**config.mk**
```make
export PLATFORM = sky130hd
export DESIGN_NAME = vram_arbiter
export DESIGN_NICKNAME = d
export VERILOG_FILES = /design/src/rtl/vram_arb_pkg.sv /design/src/rtl/wr_post_fifo.sv /design/src/rtl/vram_arbiter.sv
export SDC_FILE = /design/constraint.sdc
export NUM_CORES = 1
export LEC_CHECK = 0
export BUFFER_PORTS_ARGS = -buffer_cell sky130_fd_sc_hd__buf_2
export CORE_ASPECT_RATIO = 0.9
export CORE_MARGIN = 2
export CORE_UTILIZATION = 40
export CTS_CLUSTER_DIAMETER = 60
export DETAILED_ROUTE_END_ITERATION = 12
export PLACE_DENSITY = 0.74
export SKIP_CTS_REPAIR_TIMING = 1
export SLEW_MARGIN = 20
export SYNTH_ARGS = -nofsm -noshare
export SYNTH_HDL_FRONTEND = slang
export SYNTH_SLANG_ARGS = --single-unit
```
**constraint.sdc**
```tcl
create_clock -name clk -period 2.63 [get_ports clk]
set_clock_uncertainty 0.1 [all_clocks]
set_input_delay 0.526 -clock clk [delete_from_list [all_inputs] [get_ports clk]]
set_output_delay 0.526 -clock clk [all_outputs]
set_load 0.05 [all_outputs]
```
**src/rtl/vram_arb_pkg.sv**
```systemverilog
// Shared types and defaults for the video-RAM arbiter.
package vram_arb_pkg;

    // Default geometry: 8K words of 32 bits, four posted writes.
    localparam int unsigned DefAddrW     = 13;
    localparam int unsigned DefDataW     = 32;
    localparam int unsigned DefFifoDepth = 4;

    // CPU read sequencer: issue in StIdle, capture in StRdData, release in StRdDone.
    typedef enum logic [1:0] {
        StIdle   = 2'd0,
        StRdData = 2'd1,
        StRdDone = 2'd2
    } rd_state_e;

    // One posted CPU write at the default geometry.
    typedef struct packed {
        logic [DefAddrW-1:0] addr;
        logic [DefDataW-1:0] data;
    } fifo_entry_t;

    // Width of a packed {addr, data} posting entry for arbitrary geometry.
    function automatic int unsigned entry_width(input int unsigned addr_w,
                                                input int unsigned data_w);
        return addr_w + data_w;
    endfunction

endpackage

```
**src/rtl/wr_post_fifo.sv**
```systemverilog
// Synchronous write-posting FIFO. DEPTH must be a power of two so the
// pointers wrap naturally; the occupancy counter spans 0..DEPTH.
module wr_post_fifo #(
    parameter int unsigned WIDTH = 45,
    parameter int unsigned DEPTH = 4
) (
    input  logic             clk,
    input  logic             rst,
    input  logic             push,
    input  logic [WIDTH-1:0] wdata,
    input  logic             pop,
    output logic             full,
    output logic             empty,
    output logic [WIDTH-1:0] head
);

    localparam int unsigned     PtrW      = $clog2(DEPTH);
    localparam logic [PtrW:0]   CountFull = (PtrW+1)'(DEPTH);

    logic [WIDTH-1:0] mem_q [DEPTH];
    logic [PtrW-1:0]  wr_ptr_q;
    logic [PtrW-1:0]  rd_ptr_q;
    logic [PtrW:0]    count_q;

    // Pointer and occupancy bookkeeping; reset drops any pending entries.
    always_ff @(posedge clk) begin
        if (rst) begin
            wr_ptr_q <= '0;
            rd_ptr_q <= '0;
            count_q  <= '0;
        end else begin
            if (push) begin
                wr_ptr_q <= wr_ptr_q + 1'b1;
            end
            if (pop) begin
                rd_ptr_q <= rd_ptr_q + 1'b1;
            end
            case ({push, pop})
                2'b10:   count_q <= count_q + 1'b1;
                2'b01:   count_q <= count_q - 1'b1;
                default: count_q <= count_q;
            endcase
        end
    end

    // Storage needs no reset: an entry is only read after it has been written.
    always_ff @(posedge clk) begin
        if (push) begin
            mem_q[wr_ptr_q] <= wdata;
        end
    end

    // Status flags and head-of-queue view.
    always_comb begin
        full  = (count_q == CountFull);
        empty = (count_q == '0);
        head  = mem_q[rd_ptr_q];
    end

    // The caller guarantees it never overfills or underflows the queue.
    a_no_overflow:  assert property (@(posedge clk) disable iff (rst) !(push && full));
    a_no_underflow: assert property (@(posedge clk) disable iff (rst) !(pop && empty));

endmodule

```
**src/rtl/vram_arbiter.sv**
```systemverilog
// Single-port VRAM arbiter: VGA scan-out has absolute priority, then a
// pending CPU read issue, then the CPU write-posting FIFO drain.
// The VRAM has a one-cycle synchronous read, so the address for a granted
// access is driven combinationally in the grant cycle and the data appears
// on ram_rdata in the next cycle.
module vram_arbiter
    import vram_arb_pkg::*;
#(
    parameter int unsigned ADDR_W     = DefAddrW,
    parameter int unsigned DATA_W     = DefDataW,
    parameter int unsigned FIFO_DEPTH = DefFifoDepth
) (
    input  logic              clk,
    input  logic              rst,
    input  logic [ADDR_W-1:0] cpu_addr,
    input  logic [DATA_W-1:0] cpu_wdata,
    input  logic              cpu_we,
    input  logic              cpu_re,
    output logic [DATA_W-1:0] cpu_rdata,
    output logic              cpu_hold,
    input  logic              vga_req,
    input  logic [ADDR_W-1:0] vga_addr,
    output logic [DATA_W-1:0] vga_rdata,
    output logic              vga_valid,
    output logic [ADDR_W-1:0] ram_addr,
    output logic [DATA_W-1:0] ram_wdata,
    output logic              ram_we,
    input  logic [DATA_W-1:0] ram_rdata
);

    localparam int unsigned EntryW = entry_width(ADDR_W, DATA_W);

    rd_state_e         state_q;
    logic [DATA_W-1:0] cpu_rdata_q;
    logic              vga_valid_q;
    logic [ADDR_W-1:0] ram_addr_q;
    logic [DATA_W-1:0] ram_wdata_q;

    logic              rd_req;
    logic              vga_gnt;
    logic              rd_issue;
    logic              fifo_push;
    logic              fifo_pop;
    logic              fifo_full;
    logic              fifo_empty;
    logic [EntryW-1:0] fifo_head;
    logic [ADDR_W-1:0] head_addr;
    logic [DATA_W-1:0] head_data;

    wr_post_fifo #(
        .WIDTH (EntryW),
        .DEPTH (FIFO_DEPTH)
    ) u_wr_post_fifo (
        .clk   (clk),
        .rst   (rst),
        .push  (fifo_push),
        .wdata ({cpu_addr, cpu_wdata}),
        .pop   (fifo_pop),
        .full  (fifo_full),
        .empty (fifo_empty),
        .head  (fifo_head)
    );

    // Grant decision and CPU stall. A simultaneous write and read strobe is
    // treated as a write only. Full is sampled at cycle start, so a drain in
    // the same cycle does not admit the push until the following cycle.
    // Reads only issue once the FIFO is empty, which keeps read-after-write
    // consistent without address comparison.
    always_comb begin
        head_addr = fifo_head[EntryW-1:DATA_W];
        head_data = fifo_head[DATA_W-1:0];
        rd_req    = cpu_re & ~cpu_we;
        // The slot after a read issue is reserved for the capture cycle.
        vga_gnt   = ~rst & vga_req & (state_q != StRdData);
        rd_issue  = ~rst & rd_req & (state_q == StIdle) & fifo_empty & ~vga_req;
        fifo_pop  = ~rst & ~fifo_empty & ~vga_gnt & ~rd_issue;
        fifo_push = ~rst & cpu_we & ~fifo_full;
        cpu_hold  = ~rst & ((rd_req & (state_q != StRdDone)) | (cpu_we & fifo_full));
    end

    // VRAM port mux; an idle cycle keeps the last address and write data.
    always_comb begin
        ram_addr  = ram_addr_q;
        ram_wdata = ram_wdata_q;
        ram_we    = fifo_pop;
        if (vga_gnt) begin
            ram_addr = vga_addr;
        end else if (rd_issue) begin
            ram_addr = cpu_addr;
        end else if (fifo_pop) begin
            ram_addr  = head_addr;
            ram_wdata = head_data;
        end
    end

    // Remember the last driven address and write data for idle cycles.
    always_ff @(posedge clk) begin
        if (rst) begin
            ram_addr_q  <= '0;
            ram_wdata_q <= '0;
        end else begin
            ram_addr_q  <= ram_addr;
            ram_wdata_q <= ram_wdata;
        end
    end

    // Read sequencer with registered read data and VGA valid strobe.
    always_ff @(posedge clk) begin
        if (rst) begin
            state_q     <= StIdle;
            cpu_rdata_q <= '0;
            vga_valid_q <= 1'b0;
        end else begin
            vga_valid_q <= vga_gnt;
            case (state_q)
                StIdle: begin
                    if (rd_issue) begin
                        state_q <= StRdData;
                    end
                end
                StRdData: begin
                    cpu_rdata_q <= ram_rdata;
                    state_q     <= StRdDone;
                end
                // The strobe still high here is the same load; do not reissue.
                StRdDone: begin
                    state_q <= StIdle;
                end
                default: begin
                    state_q <= StIdle;
                end
            endcase
        end
    end

    // Output drive; scan-out data is the raw VRAM output in the valid cycle.
    always_comb begin
        cpu_rdata = cpu_rdata_q;
        vga_valid = vga_valid_q;
        vga_rdata = ram_rdata;
    end

    // Exactly one access source per cycle.
    a_one_grant: assert property (@(posedge clk) disable iff (rst)
        !(ram_we && (vga_gnt || rd_issue)));
    a_no_issue_on_vga: assert property (@(posedge clk) disable iff (rst)
        !(vga_gnt && rd_issue));

endmodule

```
==> reports/results.ini <==
[power]
switching_share = 0.260
leakagePower_nw = 5.12
p_sw_w = 0.00271
p_total_w = 0.0104
comb_power_share = 0.176
p_clk_frac = 0.370
power_density_nw_per_um2 = 755
p_int_w = 0.00771
vdd_drop_max_mv = 0.635
p_seq_frac = 0.454

[floorplan]
dieWidth_um = 176
num_rows = 56
initial_core_util = 0.407
core-area_um2 = 26100
die-area_um2 = 27800
die_y_um = 158
io_pins = 207

[synthesis]
syn_nets = 819
synth_edf_count = 180
netlist.area_leader.share = 0.510
yosysWarnings = 0
synth.largest_area_cell = edfxtp_1
ys_types = 39
syn_area_um2 = 10600
syn_inst = 718
syn_area_per_cell_um2 = 14.8
synth_area_leaders = edfxtp_1 (51%), dfxtp_1 (17%), mux4_2 (9.6%)
seq_area_frac_synth = 0.678
synth_top_flop_cell = edfxtp_1
synth_seq_cells = 269
synthArstFlopShare = 0

[cells_and_area]
drive_above_1_share = 0.453
nets = 1033
nFillCells = 2132
design_area_um2 = 13800
syn_to_final_growth_pct = 30.0

[place]
port_buffers = 206
dp.final_hpwl_um = 15300
placed_area_um2 = 12500
place_congestion = 0.757

[clocking]
clock-sinks = 269
clkTransAtPathRegs_ns = 0.06
root_buffer = clkbuf_16
clk_path_buf_depth = 3
cts_tree = built
cts_buffers = 28
clock_latency_ns = 0.53
cts.htree.levels = 1

[routing]
drtPass1Iterations = 4
ant_nets = 0
initialDrtViolationCount = 444
vias = 6519
vias_per_cell = 5.00
routed_wl_um = 24100
post_drt_wl_per_cell_um = 18.5
drc_errors = 0

[status]
status = complete, but fails checks
violations = negative setup slack

[sta]
setup_ws_ns = -0.385
max_freq_mhz = 332
slew_headroom = 0.561
slew_violations = 0
tightest_slew_ns = 0.658
period_share = 1.15
rsz0062_at_grt = true
hold_viol = 0
setup_violations = 46
fin_crit_ns = 3.01
setup_tns_ns = -14.20

[global_route]
grt_max_degree = 59
track_usage = 0.168
grt_pass1_wl_um = 35800
grt_pass1_vias = 6516
overflow = 0
antenna_found_initial = 3

[worst_setup_path]
end_kind = output port
start_kind = register
path_max_fanout = 17
rr_worst_depth = 11
arrival_ns = 2.39
crit_required_ns = 2.00
worstSetupPathType = reg2out

[run]
maxCapViolations = 0

[min_path]
holdPathStages = 1
hp-class = in2reg

==> power by group through the flow <==
stage,logic (W),clock network [W],registers (W)
after floorplan,0.00114,0,0.00485
after global placement,0.00165,0,0.00480
after detailed placement,0.00167,0,0.00481
after CTS,0.00168,0.00394,0.00472
after global routing,0.00195,0.00411,0.00473
final,0.00183,0.00386,0.00472
==> path summary, 6_finish.rpt <==
check / from / slack [ns] / end
hold / removal: cpu_wdata[15] / 0.11 / u_wr_post_fifo.mem_q[1][15]
setup reg to reg: u_wr_post_fifo.count_q[2] / 0.25 / u_wr_post_fifo.count_q[2]
hold reg to reg: cpu_rdata[28] / 0.35 / cpu_rdata[28]
setup / recovery: u_wr_post_fifo.count_q[2] / -0.38 / ram_wdata[23]
==> final cells by class <==
type / count / area [um2] / share of cell area
Clock inverter: 15 / 124 / 0.00898
Inverter: 27 / 101 / 0.00735
Sequential cell: 269 / 7190 / 0.522
Tap cell: 348 / 435 / 0.0316
Clock buffer: 37 / 786 / 0.0570
Timing Repair Buffer: 260 / 1920 / 0.140
Multi-Input combinational cell: 346 / 3220 / 0.233
Antenna cell: 2 / 5.00 / 0.000363
==> Yosys cell counts, types with 2 or more instances <==
cell type / instances
a311oi_1: 3
a21oi_1: 42
buf_4: 32
xor2_1: 2
clkbuf_1: 32
o21ai_0: 3
mux2_2: 18
nor3_1: 11
a22o_1: 10
inv_1: 25
nand2_1: 68
nor2_1: 27
nor4_1: 13
dfxtp_1: 89
mux4_2: 45
xnor2_1: 2
edfxtp_1: 180
buf_2: 9
and2_1: 36
or2_2: 11
or3_1: 4
a31oi_1: 13
mux2_1: 14
a32o_1: 10
ha_1: 5
==> per-layer routing <==
layer / track usage / wire [um] / share of wire
met1: 0.214 / 10100 / 0.42
met2: 0.292 / 12300 / 0.51
met3: 0.0387 / 1300 / 0.054
met4: 0.0429 / 429 / 0.018
met5: 0 / 0 / 0
==> cells by family (layout without fill, tap and decap cells) <==
logic type | Yosys count | in the layout | synth area share
xor+xnor | 4 | 4 | 0.00330
mux | 78 | 78 | 0.130
other cells | 0 | 2 | 0
simple gates | 174 | 174 | 0.0795
compound gates | 84 | 84 | 0.0517
flops | 269 | 269 | 0.678
buf+inv | 103 | 339 | 0.0497
fa+ha+maj | 6 | 6 | 0.00779
==> registers in the layout, summed over array words and instances, names as in the netlist, named ones only <==
signal / count
u_wr_post_fifo.wr_ptr_q: 2
u_wr_post_fifo.rd_ptr_q: 2
ram_addr_q: 13
vga_valid: 1
cpu_rdata: 32
u_wr_post_fifo.mem_q: 180
u_wr_post_fifo.count_q: 3
ram_wdata_q: 32
state_q: 2
==> worst max-delay path, cell delays in order, from the launching register on <==
cell      delay (ns)
dfxtp_2         0.32
or3_4           0.40
buf_12          0.17
o211ai_4        0.12
inv_2           0.09
buf_4           0.16
buf_12          0.14
mux2_2          0.29
buf_6           0.16
==> stage by stage <==
stage	hold WS (ns)	cells	utilization	setup slack, ns
2_1_floorplan	0.359	718	-	-0.151
3_3_place_gp	0.340	1245	0.479	-0.461
3_5_place_dp	0.346	1245	0.479	-0.476
4_1_cts	0.0906	1297	0.514	-0.595
5_1_grt	0.0960	1302	0.529	-0.468
6_report	0.110	1304	0.529	-0.385
==> layout by cell type, fill, tap and decap left out, types with 4 or more instances in the layout <==
cell type / count
and2_2: 4
clkinv_2: 4
buf_6: 36
or2_2: 11
dfxtp_1: 86
inv_1: 25
clkinv_1: 8
nor2_1: 27
buf_8: 4
nand2_1: 68
edfxtp_1: 180
mux2_2: 32
buf_4: 40
a31oi_4: 9
clkbuf_1: 5
mux4_2: 45
a32o_1: 10
buf_12: 17
and2_1: 32
nor4_1: 13
clkbuf_16: 29
a21oi_1: 36
buf_2: 162
ha_1: 5
nor3_1: 8
a22o_4: 10
No activity file was read; power rests on OpenSTA's default activity.
